`config.mk`:
```
export PLATFORM = sky130hd
export DESIGN_NAME = event_stream_encoder
export DESIGN_NICKNAME = d
export VERILOG_FILES = /design/src/rtl/event_stream_encoder.sv
export SDC_FILE = /design/constraint.sdc
export NUM_CORES = 1
export LEC_CHECK = 0
export BUFFER_PORTS_ARGS = -buffer_cell sky130_fd_sc_hd__buf_2
export CORE_MARGIN = 2
export CORE_UTILIZATION = 55
export CTS_CLUSTER_DIAMETER = 60
export DETAILED_ROUTE_END_ITERATION = 8
export PLACE_DENSITY = 0.75
export SETUP_SLACK_MARGIN = 0.1
export SLEW_MARGIN = 20
export SYNTH_ARGS = -nofsm -noshare
export SYNTH_HDL_FRONTEND = slang
export SYNTH_SLANG_ARGS = --single-unit
export TNS_END_PERCENT = 30
```
`constraint.sdc`:
```
create_clock -name clk -period 4.77 [get_ports clk]
set_input_delay 0.2385 -clock clk [delete_from_list [all_inputs] [get_ports clk]]
set_output_delay 0.2385 -clock clk [all_outputs]
set_load 0.1 [all_outputs]
```
`src/rtl/event_stream_encoder.sv`:
```
// Purpose : 4x4 pixel change detector; emits ON/OFF events (x, y, p, t) into a small FIFO.
// Latency : event pushed at edge N is at the head (ev_valid=1) after edge N when the FIFO was empty.
// Backpressure: valid/ready on the head; a push into a full FIFO with no pop is dropped and flags overflow.
// Ports: pix_valid/pix_x/pix_y/pix_val sample input; ev_valid/ev_ready/ev_x/ev_y/ev_p/ev_t event
//        output; fifo_count occupancy; overflow sticky drop flag cleared by clear_ovf.
module event_stream_encoder #(
  parameter logic [3:0] THRESH     = 4'd2,
  parameter int         FIFO_DEPTH = 4,
  parameter int         TS_DIV     = 8
) (
  input  logic       clk,
  input  logic       rst_n,
  input  logic       pix_valid,
  input  logic [1:0] pix_x,
  input  logic [1:0] pix_y,
  input  logic [3:0] pix_val,
  output logic       ev_valid,
  input  logic       ev_ready,
  output logic [1:0] ev_x,
  output logic [1:0] ev_y,
  output logic [1:0] ev_p,
  output logic [1:0] ev_t,
  output logic [$clog2(FIFO_DEPTH+1)-1:0] fifo_count,
  output logic       overflow,
  input  logic       clear_ovf
);

  localparam int AW = $clog2(FIFO_DEPTH);
  localparam int CW = $clog2(FIFO_DEPTH+1);
  localparam int DW = (TS_DIV > 1) ? $clog2(TS_DIV) : 1;
  localparam logic signed [4:0] THR5 = {1'b0, THRESH};

  typedef struct packed {
    logic [1:0] x;
    logic [1:0] y;
    logic [1:0] p;
    logic [1:0] t;
  } event_s;

  logic [DW-1:0]      div_cnt;
  logic [1:0]         ts;
  logic [15:0][3:0]   ref_lvl;
  logic [15:0]        seen;
  event_s             mem [FIFO_DEPTH];
  logic [AW-1:0]      wr_ptr;
  logic [AW-1:0]      rd_ptr;
  logic [CW-1:0]      count;

  logic [3:0]         idx;
  logic signed [4:0]  diff;
  logic               is_on;
  logic               is_off;
  logic               want_push;
  logic               pop;
  logic               full;
  logic               push_ok;
  logic               drop;
  logic [1:0]         pol;
  event_s             head;

  assign idx  = {pix_y, pix_x};
  // Both operands zero-extended to 5 bits so the difference never wraps.
  assign diff   = $signed({1'b0, pix_val}) - $signed({1'b0, ref_lvl[idx]});
  assign is_on  = (diff >= THR5);
  assign is_off = ((-diff) >= THR5);
  assign pol    = is_on ? 2'b11 : 2'b10;

  assign want_push = pix_valid && seen[idx] && (is_on || is_off);
  assign ev_valid  = (count != '0);
  assign pop       = ev_valid && ev_ready;
  assign full      = (count == CW'(FIFO_DEPTH));
  // A same-cycle pop frees the slot, so a push into a full FIFO still lands.
  assign push_ok   = want_push && (!full || pop);
  assign drop      = want_push && full && !pop;

  assign head       = mem[rd_ptr];
  assign ev_x       = ev_valid ? head.x : 2'b00;
  assign ev_y       = ev_valid ? head.y : 2'b00;
  assign ev_p       = ev_valid ? head.p : 2'b00;
  assign ev_t       = ev_valid ? head.t : 2'b00;
  assign fifo_count = count;

  // Timestamp: t advances once every TS_DIV cycles.
  always_ff @(posedge clk or negedge rst_n) begin
    if (!rst_n) begin
      div_cnt <= '0;
      ts      <= 2'b00;
    end else if (div_cnt == DW'(TS_DIV - 1)) begin
      div_cnt <= '0;
      ts      <= ts + 2'b01;
    end else begin
      div_cnt <= div_cnt + DW'(1);
    end
  end

  // Per-pixel reference; first sample of a pixel only seeds it, dropped events leave it alone.
  always_ff @(posedge clk or negedge rst_n) begin
    if (!rst_n) begin
      ref_lvl <= '0;
      seen    <= '0;
    end else if (pix_valid) begin
      seen[idx] <= 1'b1;
      if (!seen[idx] || push_ok) begin
        ref_lvl[idx] <= pix_val;
      end
    end
  end

  // Storage needs no reset: outputs are gated by ev_valid.
  always_ff @(posedge clk) begin
    if (push_ok) begin
      mem[wr_ptr] <= '{x: pix_x, y: pix_y, p: pol, t: ts};
    end
  end

  always_ff @(posedge clk or negedge rst_n) begin
    if (!rst_n) begin
      wr_ptr <= '0;
      rd_ptr <= '0;
      count  <= '0;
    end else begin
      if (push_ok) wr_ptr <= wr_ptr + AW'(1);
      if (pop)     rd_ptr <= rd_ptr + AW'(1);
      case ({push_ok, pop})
        2'b10:   count <= count + CW'(1);
        2'b01:   count <= count - CW'(1);
        default: count <= count;
      endcase
    end
  end

  // Drop beats clear in the same cycle.
  always_ff @(posedge clk or negedge rst_n) begin
    if (!rst_n) begin
      overflow <= 1'b0;
    end else if (drop) begin
      overflow <= 1'b1;
    end else if (clear_ovf) begin
      overflow <= 1'b0;
    end
  end

endmodule

```
==> impl_metrics.py, run 1 <==
metrics = {
    "synth": {
        "post-synth-top-count-cell": "sky130_fd_sc_hd__dfrtp_1",
        "synthesis.nets": 469,
        "ys.warnings.count": 0,
        "async_reset_ff_frac": 0.7686,
        "post_synth_xor_xnor_area": 0.01316,
        "yosys.area_share.adder": 0.03594,
        "post_synth_instance_area_um2": 5988,
        "synth_edf_count": 28,
        "synth_sequential_area_ratio": 0.5290,
        "post_synth_main_area_contributors": "sky130_fd_sc_hd__dfrtp_1, sky130_fd_sc_hd__edfxtp_1, sky130_fd_sc_hd__mux2_2, sky130_fd_sc_hd__mux4_2, sky130_fd_sc_hd__ha_1",
        "muxShareOfSynthArea": 0.2503,
        "post_synthesis_instance_total": 440,
        "synthTopCellsByCount": "sky130_fd_sc_hd__dfrtp_1, sky130_fd_sc_hd__mux2_2, sky130_fd_sc_hd__nor2_1",
        "synth_top_family_by_area": "multiplexers",
        "yosys.area.top_type_share": 0.3886,
        "synth.lib_cells_used.distinct": 43,
        "synth.largest_area_cell": "sky130_fd_sc_hd__dfrtp_1",
        "synthesis.area_per_instance_um2": 13.61,
        "postSynthRegisterBits": 121,
        "synth_compound_gate_area_share": 0.05119,
        "synthFlopType": "sky130_fd_sc_hd__dfrtp_1",
        "post_synth_and_or_nand_nor_area_fraction": 0.09319,
    },
    "drt": {
        "routedWlPerCell_um": 18.85,
        "routed-via-count": 3621,
        "detail_route.first_pass.iterations": 6,
        "route.detailed.vias_per_inst": 5.803,
        "routed_wl_um": 11770,
        "iteration_0_drc_count_of_the_detailed_router": 225,
        "drt_drc_violations_left": 0,
        "antenna_violating_nets_post_route": 0,
    },
    "placed_design": {
        "place.port_buffers": 25,
        "placedInstanceArea_um2": 6279,
        "dpl_worst_slack_ns": -0.1623,
        "place_hpwl_um": 8505,
        "gpl.final_weighted_congestion": 0.7933,
    },
    "cts": {
        "tritoncts_buffer_count": 17,
        "clockRootBuffer": "sky130_fd_sc_hd__clkbuf_8",
        "cts_tree": "yes",
        "post_cts_setup_buffer_count": 0,
        "cts.sinks": 121,
        "cts_buffer_depth": 2,
        "cts.clk_slew.worst_paths_ns": 0.06,
        "cts_max_level": 4,
        "worstSkewPairLatency_ns": 0.53,
    },
    "timing": {
        "finalHoldViolCount": 0,
        "layout_worst_path_cycle_share": 0.9497,
        "setup_viol": 0,
        "worst_clock_skew_ns": 0.006418,
        "grt_setup_unrepaired": "false",
        "slew_headroom": 0.4110,
        "fin_crit_ns": 4.530,
        "report.final.slew_viol_count": 0,
        "max_slew.worst_pin.slew_ns": 0.8835,
        "final.setup.worst_slack_ns": 0.2400,
        "clock.fmax_mhz": 220.8,
    },
    "hold_path": {
        "holdCritPathClass": "in2reg",
        "worst_hold_startpoint": "clear_ovf",
    },
    "setup_path": {
        "critical-path-slowest-cell": "sky130_fd_sc_hd__fa_2",
        "crit_path_end": "fifo_count[2]$_DFFE_PN0P_",
        "startpoint_of_the_worst_slack_reg_to_reg_timing_path": "ref_lvl[44]$_DFFE_PN0P_",
        "cp_data_arrival_time_ns": 4.97,
        "endpoint_kind": "flip-flop",
        "worstReg2RegEnd": "fifo_count[2]$_DFFE_PN0P_",
        "critical_path.startpoint": "ref_lvl[44]$_DFFE_PN0P_",
        "timing.critical_path.fanout_max": 7,
        "crit_required_ns": 5.21,
        "critical_path_class": "reg2reg",
        "reg_to_reg_setup_timing_slack_ns": 0.24,
        "start_kind": "flip-flop",
        "reg2regPathDepth": 17,
        "timing.critical_path.cells": "mux4_2, mux4_2, ha_4, fa_2, ha_1, or3b_4, a21oi_4, mux2i_2, nor2_4, and4bb_4, inv_2, ha_4, inv_2, fa_2, xor2_1, nor2_1, xor2_1",
        "critical_path.max_stage_delay_ns": 0.55,
    },
    "floorplan": {
        "floorplan.die.width_um": 108.3,
        "std_cell_rows": 38,
        "initial_core_util": 0.5573,
        "design.core.area_um2": 10750,
        "boundaryPins": 26,
        "floorplan.die.height_um": 108.3,
        "dieArea_um2": 11740,
    },
    "outcome": {
        "outcome": "complete, no violations",
    },
    "global_routing": {
        "maximum_number_of_pins_on_one_net_before_global_route_repair": 74,
        "antenna_violations_before_repair": 0,
        "grt_pass1_wl_um": 19780,
        "gr-total-overflow": 0,
        "grt_util_all_layers": 0.2307,
        "first_global_vias": 3840,
    },
    "layout": {
        "drive_above_1_share": 0.4215,
        "final_nets": 500,
        "layout-area-overhead-vs-synth_pct": 15.29,
        "postLayoutCellArea_um2": 6904,
        "diodes": 0,
    },
    "pwr": {
        "peakVddDrop_mv": 0.5559,
        "power.density_nw_per_um2": 694.3,
        "static-leakage-power_nw": 2.790,
    },
    "job": {
        "max-cap-violations": 0,
    },
}
## logic make-up (layout without fill, tap and decap cells)
| group | Yosys count | after routing |
|---|---|---|
| buf+inv | 37 | 81 |
| simple gates | 107 | 107 |
| xor+xnor | 9 | 9 |
| mux | 107 | 107 |
| flops | 121 | 121 |
| fa+ha+maj | 16 | 16 |
| compound gates | 43 | 43 |
## through the flow
stage	std cells	hold slack [ns]	utilization	setup TNS (ns)	total power, mW
floorplan	440	-0.05709	-	0	3.135
global placement	591	0.1381	0.5843	0	3.406
detailed placement	591	0.1417	0.5843	-0.1623	3.499
CTS	624	0.03899	0.6403	0	4.773
global route	624	0.05912	0.6425	0	5.057
finish	624	0.05347	0.6425	0	4.794
## power by group
part	switching [mW]	leakage, nW	internal, mW
sequential	0.220	1.34	1.44
clock	0.449	0.278	0.801
combinational	1.11	1.17	0.770
## worst min-delay path by stage
stage	end	slack [ns]	depth (start not counted)
2_1_floorplan	div_cnt[0]$_DFF_PN0_	-0.06	0
6_report	overflow$_DFFE_PN0P_	0.05	3
5_1_grt	overflow$_DFFE_PN0P_	0.06	3
4_1_cts	overflow$_DFFE_PN0P_	0.04	3
3_5_place_dp	seen[10]$_DFFE_PN0P_	0.14	1
3_3_place_gp	seen[11]$_DFFE_PN0P_	0.14	1
## worst max-delay path, delay by kind of cell (launching register included)
kind	cells	cell delay [ns]
compound gates	1	0.17
xor+xnor	2	0.33
fa+ha+maj	5	1.47
buf+inv	2	0.11
flops	1	0.41
mux	3	1.07
simple gates	4	0.87
## per-layer routing
metal	vias up	part of all wire	GRT usage
met5	-	0	0
met1	1857	0.42	0.2910
met4	0	0.027	0.1053
met3	25	0.043	0.05184
met2	93	0.51	0.3823
li1	1646	-	-
## cell type report
cell class	instances	area, um2
repair buffers	35	205.2
multi-input cells	282	2711
inverters	14	52.55
fillers	799	3841
clock buffers	22	474.2
flip-flops and latches	121	3168
well taps	140	175.2
clock inverters	10	117.6
## registers in the layout, summed over array words and instances, names as in the netlist
signal,flops
mem,28
wr_ptr,2
ts,2
seen,16
rd_ptr,2
fifo_count,3
overflow,1
div_cnt,3
ref_lvl,64
## repair_timing
action                                  CTS  global route
endpoints found under the setup margin    0             1
hold buffers                              1             0
hold endpoints to repair                 20             0
resized for setup                         0             6
## cell usage in the layout, fill, tap and decap left out, types with 10 or more instances in the layout
| cell type | netlist | routed |
|---|---|---|
| sky130_fd_sc_hd__dfrtp_1 | 93 | 93 |
| sky130_fd_sc_hd__mux2_2 | 60 | 60 |
| sky130_fd_sc_hd__nor2_1 | 37 | 37 |
| sky130_fd_sc_hd__edfxtp_1 | 28 | 28 |
| sky130_fd_sc_hd__mux4_2 | 27 | 27 |
| sky130_fd_sc_hd__buf_2 | 6 | 24 |
| sky130_fd_sc_hd__o21ai_2 | 20 | 20 |
| sky130_fd_sc_hd__nand2_1 | 19 | 19 |
| sky130_fd_sc_hd__or2_2 | 17 | 17 |
| sky130_fd_sc_hd__clkbuf_16 | 0 | 17 |
| sky130_fd_sc_hd__inv_1 | 14 | 12 |
| sky130_fd_sc_hd__and2_1 | 12 | 12 |
| sky130_fd_sc_hd__ha_1 | 14 | 11 |
| sky130_fd_sc_hd__mux2i_1 | 11 | 10 |
| sky130_fd_sc_hd__buf_4 | 2 | 10 |
No activity file was read; power rests on OpenSTA's default activity.
==> run 2: changes to the inputs <==
--- a/config.mk
+++ b/config.mk
@@ -11,6 +11,7 @@
 export CTS_CLUSTER_DIAMETER = 60
 export DETAILED_ROUTE_END_ITERATION = 8
 export PLACE_DENSITY = 0.75
+export RECOVER_POWER = 50
 export SETUP_SLACK_MARGIN = 0.1
 export SLEW_MARGIN = 20
 export SYNTH_ARGS = -nofsm -noshare
==> run 2 against run 1 <==
Clock skew hardly changed. Die area unchanged. The run now ends with capacitance limit, slew limit left. Wire length is 0.18% lower. Utilization down 0.16 points. Worst hold slack is essentially flat. Highest routed layer unchanged.
==> impl_metrics.py, run 2 (same netlist as run 1, synthesis figures left out) <==
metrics = {
    "setup_path": {
        "crit_required_ns": 5.21,
        "cp_data_arrival_time_ns": 4.97,
        "endpoint_kind": "flip-flop",
        "timing.critical_path.fanout_max": 7,
        "startpoint_of_the_worst_slack_reg_to_reg_timing_path": "ref_lvl[44]$_DFFE_PN0P_",
        "critical_path_class": "reg2reg",
        "start_kind": "flip-flop",
        "worstReg2RegEnd": "fifo_count[2]$_DFFE_PN0P_",
        "reg_to_reg_setup_timing_slack_ns": 0.24,
        "reg2regPathDepth": 17,
    },
    "cts": {
        "clockRootBuffer": "sky130_fd_sc_hd__clkbuf_8",
        "cts.clk_slew.worst_paths_ns": 0.06,
        "cts.sinks": 121,
        "tritoncts_buffer_count": 17,
        "worstSkewPairLatency_ns": 0.53,
        "cts_buffer_depth": 2,
        "cts_tree": "yes",
        "cts_max_level": 4,
    },
    "pwr": {
        "static-leakage-power_nw": 2.770,
        "power.density_nw_per_um2": 695.9,
        "switching_power_mw": 1.784,
        "power.combinational.fraction": 0.393,
        "power_mw": 4.792,
        "power.share.sequential": 0.346,
        "cellInternalPower_mw": 3.009,
        "peakVddDrop_mv": 0.5559,
        "sw_frac_of_total": 0.3722,
        "clkPwrFrac": 0.261,
    },
    "global_routing": {
        "antenna_violations_before_repair": 0,
        "grt_pass1_wl_um": 19780,
        "maximum_number_of_pins_on_one_net_before_global_route_repair": 74,
        "first_global_vias": 3840,
        "gr-total-overflow": 0,
        "grt_util_all_layers": 0.2307,
    },
    "layout": {
        "postLayoutCoreUtil": 0.6409,
        "final_nets": 500,
        "layout-area-overhead-vs-synth_pct": 15.00,
        "reg.largest.list": "ref_lvl (64), mem (28), seen (16)",
        "layout.cells.most_common_list": "sky130_fd_sc_hd__dfrtp_1, sky130_fd_sc_hd__mux2_2, sky130_fd_sc_hd__nor2_1, sky130_fd_sc_hd__edfxtp_1, sky130_fd_sc_hd__mux4_2",
        "register_ranked_first_by_flip_flop_count": "ref_lvl",
        "diodes": 0,
        "final_common_cell": "sky130_fd_sc_hd__dfrtp_1",
        "number_of_flip_flops_under_the_largest_register_name": 64,
        "drive_above_1_share": 0.4091,
    },
    "drt": {
        "routedWlPerCell_um": 18.82,
        "detail_route.first_pass.iterations": 4,
        "route.detailed.vias_per_inst": 5.785,
        "routed_wl_um": 11740,
        "routed-via-count": 3610,
        "antenna_violating_nets_post_route": 0,
        "iteration_0_drc_count_of_the_detailed_router": 214,
        "drt_drc_violations_left": 0,
    },
    "outcome": {
        "violations": "capacitance limit, slew limit",
        "outcome": "complete, but fails checks",
    },
    "timing": {
        "grt_setup_unrepaired": "false",
        "setup_viol": 0,
        "max_slew.worst_pin.slew_ns": 1.719,
        "finalHoldViolCount": 0,
        "layout_worst_path_cycle_share": 0.9498,
        "report.final.slew_viol_count": 74,
        "fin_crit_ns": 4.530,
        "slew_headroom": -0.1460,
        "clock.fmax_mhz": 220.7,
        "worst_clock_skew_ns": 0.006577,
    },
    "floorplan": {
        "floorplan.die.height_um": 108.3,
        "boundaryPins": 26,
        "design.core.area_um2": 10750,
        "floorplan.die.width_um": 108.3,
        "std_cell_rows": 38,
        "initial_core_util": 0.5573,
        "dieArea_um2": 11740,
    },
    "placed_design": {
        "place_hpwl_um": 8505,
        "gpl.final_weighted_congestion": 0.7933,
        "place.port_buffers": 25,
    },
    "hold_path": {
        "worst_hold_startpoint": "clear_ovf",
        "whs_path_cells": 3,
        "holdCritPathClass": "in2reg",
        "hold-path-endpoint": "overflow$_DFFE_PN0P_",
    },
    "job": {
        "max-cap-violations": 1,
    },
}
run 2: through the flow:
step | instance area, um2 | setup TNS [ns] | worst slack, ns | cells | hold slack, ns
detailed placement | 6279 | -0.1623 | -0.1623 | 591 | 0.1417
floorplan | 6075 | 0 | 0.03811 | 440 | -0.05709
finish | 6887 | 0 | 0.2395 | 624 | 0.05310
global placement | 6279 | 0 | 0.05450 | 591 | 0.1381
CTS | 6880 | 0 | 0.1828 | 624 | 0.03899
global route | 6887 | 0 | 0.05127 | 624 | 0.05912
run 2: per-layer routing:
layer | vias to the layer above | routed length, um | track usage
met5 | - | 0 | 0
li1 | 1648 | - | -
met1 | 1852 | 4997 | 0.2910
met2 | 89 | 5993 | 0.3823
met4 | 0 | 265 | 0.1053
met3 | 21 | 489 | 0.05184
run 2: worst max-delay path, stage by stage, from the launching register on:
cell and delay, ns:
sky130_fd_sc_hd__dfrtp_1 0.40, sky130_fd_sc_hd__mux4_2 0.47, sky130_fd_sc_hd__mux4_2 0.50, sky130_fd_sc_hd__ha_4 0.18, sky130_fd_sc_hd__fa_2 0.55, sky130_fd_sc_hd__ha_1 0.26
sky130_fd_sc_hd__or3b_4 0.41, sky130_fd_sc_hd__a21oi_4 0.17, sky130_fd_sc_hd__mux2i_2 0.10, sky130_fd_sc_hd__nor2_4 0.12, sky130_fd_sc_hd__and4bb_4 0.23, sky130_fd_sc_hd__inv_2 0.07
sky130_fd_sc_hd__ha_4 0.13, sky130_fd_sc_hd__inv_2 0.04, sky130_fd_sc_hd__fa_2 0.35, sky130_fd_sc_hd__xor2_1 0.17, sky130_fd_sc_hd__nor2_1 0.11, sky130_fd_sc_hd__xor2_1 0.16
run 2: how the worst max path moves through the flow:
stage	startpoint	endpoint	slack, ns	depth (start not counted)
global route	pix_x[0]	fifo_count[2]$_DFFE_PN0P_	0.05	18
detailed placement	pix_x[0]	fifo_count[2]$_DFFE_PN0P_	-0.16	18
finish	ref_lvl[44]$_DFFE_PN0P_	fifo_count[2]$_DFFE_PN0P_	0.24	17
floorplan	pix_x[0]	fifo_count[2]$_DFFE_PN0P_	0.04	20
global placement	pix_x[0]	fifo_count[2]$_DFFE_PN0P_	0.05	19
CTS	ref_lvl[44]$_DFFE_PN0P_	fifo_count[2]$_DFFE_PN0P_	0.18	17
run 2: power by group through the flow:
stage	clock network, mW	registers (mW)	logic (mW)
final	1.25	1.66	1.88
after detailed placement	0	1.67	1.83
after floorplan	0	1.67	1.46
after global routing	1.31	1.71	2.04
after global placement	0	1.65	1.75
after CTS	1.27	1.66	1.84
run 2: final cells by class:
class                   count  area [um2]
fillers                   805        3859
flip-flops and latches    121        3168
multi-input cells         282        2711
clock buffers              22       474.2
repair buffers             35       187.7
well taps                 140       175.2
clock inverters            10       117.6
inverters                  14       52.55
run 2: timing repair:
action / CTS / global route
hold endpoints to repair: 20 / 0
endpoints found under the setup margin: 0 / 1
buffers inserted: 0 / 0
hold buffers: 1 / 0
gates resized for setup: 0 / 6
==> run 3: changes to the inputs <==
--- a/config.mk
+++ b/config.mk
@@ -5,6 +5,7 @@
 export SDC_FILE = /design/constraint.sdc
 export NUM_CORES = 1
 export LEC_CHECK = 0
+export ABC_AREA = 1
 export BUFFER_PORTS_ARGS = -buffer_cell sky130_fd_sc_hd__buf_2
 export CORE_MARGIN = 2
 export CORE_UTILIZATION = 55
==> run 3 against run 2 <==
The run still ends with capacitance limit, slew limit left. Fmax increased by 5.0%. Synthesized cell count increased by 52%. Cell count increased by 36%. Utilization decreased by 0.25 points. Register-to-register slack improved by 0.24 ns. Non-clock buffer count increased by 2. Final area decreased by 4.3%. Clock skew about the same. Largest cell class unchanged.
==> impl_metrics.py, run 3 <==
metrics = {
    "global_routing": {
        "grt_util_all_layers": 0.2548,
        "grt_pass1_wl_um": 22400,
        "antenna_violations_before_repair": 0,
        "maximum_number_of_pins_on_one_net_before_global_route_repair": 81,
        "first_global_vias": 4588,
        "gr-total-overflow": 0,
    },
    "synth": {
        "synthTopCellsByCount": "sky130_fd_sc_hd__nand2_1, sky130_fd_sc_hd__dfrtp_1, sky130_fd_sc_hd__nand3_1",
        "synthesis.nets": 699,
        "synth.lib_cells_used.distinct": 31,
        "async_reset_ff_frac": 0.7686,
        "post_synth_instance_area_um2": 5822,
        "post-synth-top-count-cell": "sky130_fd_sc_hd__nand2_1",
        "synthesis.area_per_instance_um2": 8.689,
        "ys.warnings.count": 0,
        "postSynthRegisterBits": 121,
        "yosys.area.top_type_share": 0.3997,
        "synth.largest_area_cell": "sky130_fd_sc_hd__dfrtp_1",
        "synth_sequential_area_ratio": 0.5442,
        "post_synthesis_instance_total": 670,
        "synth_edf_count": 28,
        "synthFlopType": "sky130_fd_sc_hd__dfrtp_1",
        "post_synth_main_area_contributors": "sky130_fd_sc_hd__dfrtp_1, sky130_fd_sc_hd__edfxtp_1, sky130_fd_sc_hd__nand2_1, sky130_fd_sc_hd__nand3_1, sky130_fd_sc_hd__nor2_1",
    },
    "setup_path": {
        "endpoint_kind": "flip-flop",
        "path_delay_family": "adder cells",
        "cp_data_arrival_time_ns": 4.71,
        "timing.critical_path.cells": "clkbuf_1, nand2_1, clkinv_1, clkbuf_1, a22oi_1, a21oi_1, or3_1, ha_1, fa_1, inv_1, ha_1, or2_2, a21oi_1, nand3_1, nand2_1, nand2_1, nand3_4, ha_1, inv_1, fa_1, a21oi_1, o21ai_0, xor2_1",
        "critical_path_class": "in2reg",
        "cp.buffers_inverters": 5,
        "critical_path.max_stage_delay_ns": 0.58,
        "crit_required_ns": 5.16,
        "start_kind": "input pin",
        "critical-path-slowest-cell": "sky130_fd_sc_hd__fa_1",
        "timing.critical_path.fanout_max": 12,
    },
    "floorplan": {
        "design.core.area_um2": 10320,
        "dieArea_um2": 11420,
        "std_cell_rows": 37,
        "initial_core_util": 0.5639,
        "floorplan.die.height_um": 106.9,
        "boundaryPins": 26,
        "floorplan.die.width_um": 106.9,
    },
    "layout": {
        "number_of_flip_flops_under_the_largest_register_name": 64,
        "layout.area.seq_um2": 3168,
        "layout-area-overhead-vs-synth_pct": 13.20,
        "nFillCells": 841,
        "multiInputGateArea_um2": 2326,
        "reg.largest.list": "ref_lvl (64), mem (28), seen (16)",
        "final_common_cell": "sky130_fd_sc_hd__nand2_1",
        "diodes": 0,
        "register_ranked_first_by_flip_flop_count": "ref_lvl",
        "stdcell_count": 846,
        "drive_above_1_share": 0.1085,
        "postLayoutCoreUtil": 0.6383,
        "layout.cells.most_common_list": "sky130_fd_sc_hd__nand2_1, sky130_fd_sc_hd__dfrtp_1, sky130_fd_sc_hd__nand3_1, sky130_fd_sc_hd__nor2_1, sky130_fd_sc_hd__inv_1",
        "final_nets": 726,
    },
    "outcome": {
        "violations": "capacitance limit, slew limit",
        "outcome": "complete, but fails checks",
    },
    "placed_design": {
        "gpl.final_weighted_congestion": 0.8575,
        "place_hpwl_um": 9190,
        "placed_cells": 812,
        "place.port_buffers": 25,
    },
    "drt": {
        "drt_drc_violations_left": 0,
        "routed_wl_um": 13650,
        "iteration_0_drc_count_of_the_detailed_router": 425,
        "routedWlPerCell_um": 16.13,
        "routed-via-count": 4765,
        "antenna_violating_nets_post_route": 0,
        "route.detailed.vias_per_inst": 5.632,
        "detail_route.first_pass.iterations": 7,
    },
    "timing": {
        "grt_setup_unrepaired": "false",
        "finalHoldViolCount": 0,
        "holdWs_ns": 0.1195,
        "clock.fmax_mhz": 231.8,
        "setup_viol": 0,
        "fin_crit_ns": 4.315,
        "report.final.slew_viol_count": 70,
        "max_slew.worst_pin.slew_ns": 1.699,
        "slew_headroom": -0.1323,
        "layout_worst_path_cycle_share": 0.9046,
        "totalNegativeSetupSlack_ns": 0,
        "worst_clock_skew_ns": 0.006679,
    },
    "pwr": {
        "static-leakage-power_nw": 3.177,
        "peakVddDrop_mv": 0.7351,
        "power.density_nw_per_um2": 591.0,
    },
    "cts": {
        "tritoncts_buffer_count": 17,
        "post_cts_setup_buffer_count": 0,
        "cts.clk_slew.worst_paths_ns": 0.06,
        "cts-hold-fix-buffers": 2,
        "cts_max_level": 4,
        "cts.sinks": 121,
        "clockRootBuffer": "sky130_fd_sc_hd__clkbuf_8",
        "cts_buffer_depth": 2,
        "worstSkewPairLatency_ns": 0.52,
        "cts_tree": "yes",
        "post_cts.resized_instances": 0,
    },
    "hold_path": {
        "holdCritPathClass": "in2reg",
    },
    "job": {
        "max-cap-violations": 1,
    },
}
## run 3: logic make-up (layout without fill, tap and decap cells)
| kind of cell | Yosys count | after routing | synth area share |
|---|---|---|---|
| fa+ha+maj | 16 | 16 | 0.03697 |
| compound gates | 90 | 90 | 0.09134 |
| xor+xnor | 7 | 7 | 0.01053 |
| buf+inv | 79 | 119 | 0.05631 |
| flops | 121 | 121 | 0.5442 |
| simple gates | 357 | 357 | 0.2607 |
## run 3: layout make-up
| cell class | count | area share |
|---|---|---|
| clock inverters | 14 | 0.01918 |
| multi-input cells | 470 | 0.3530 |
| repair buffers | 37 | 0.02943 |
| clock buffers | 18 | 0.06341 |
| inverters | 50 | 0.02848 |
| flip-flops and latches | 121 | 0.4807 |
| well taps | 136 | 0.02582 |
## run 3: final timing paths
| path | end | slack, ns | depth (start not counted) | start |
|---|---|---|---|---|
| worst max-delay path | fifo_count[2]$_DFFE_PN0P_ | 0.46 | 23 | pix_x[1] |
| worst min-delay path | mem[2][3]$_DFFE_PP_ | 0.12 | 1 | pix_y[0] |
| worst max register to register | fifo_count[2]$_DFFE_PN0P_ | 0.48 | 20 | ref_lvl[28]$_DFFE_PN0P_ |
| worst min register to register | div_cnt[0]$_DFF_PN0_ | 0.43 | 1 | div_cnt[0]$_DFF_PN0_ |
| max in group asynchronous | ref_lvl[18]$_DFFE_PN0P_ | 1.88 | 3 | rst_n |
| min in group asynchronous | ts[0]$_DFFE_PN0P_ | 0.56 | 2 | rst_n |
## run 3: report_power, final
group	internal (mW)	switching, mW
Sequential	1.27	0.169
Combinational	0.298	0.998
Clock	0.692	0.471
Total	2.26	1.64
## run 3: layer usage
layer | vias up | global-route usage | share of wire | routed length (um)
met3 | 49 | 0.04802 | 0.058 | 789
met1 | 2271 | 0.3241 | 0.42 | 5767
met2 | 178 | 0.4199 | 0.49 | 6659
met5 | - | 0 | 0 | 0
li1 | 2267 | - | - | -
met4 | 0 | 0.1262 | 0.031 | 429
## run 3: stage by stage
| stage | instance area (um2) | power [mW] | setup slack [ns] |
|---|---|---|---|
| 2_1_floorplan | 5822 | 2.468 | 0.4810 |
| 3_3_place_gp | 6055 | 2.683 | 0.2607 |
| 3_5_place_dp | 6055 | 2.736 | 0.1463 |
| 4_1_cts | 6619 | 3.910 | 0.5000 |
| 5_1_grt | 6590 | 4.084 | 0.1147 |
| 6_report | 6590 | 3.894 | 0.4552 |
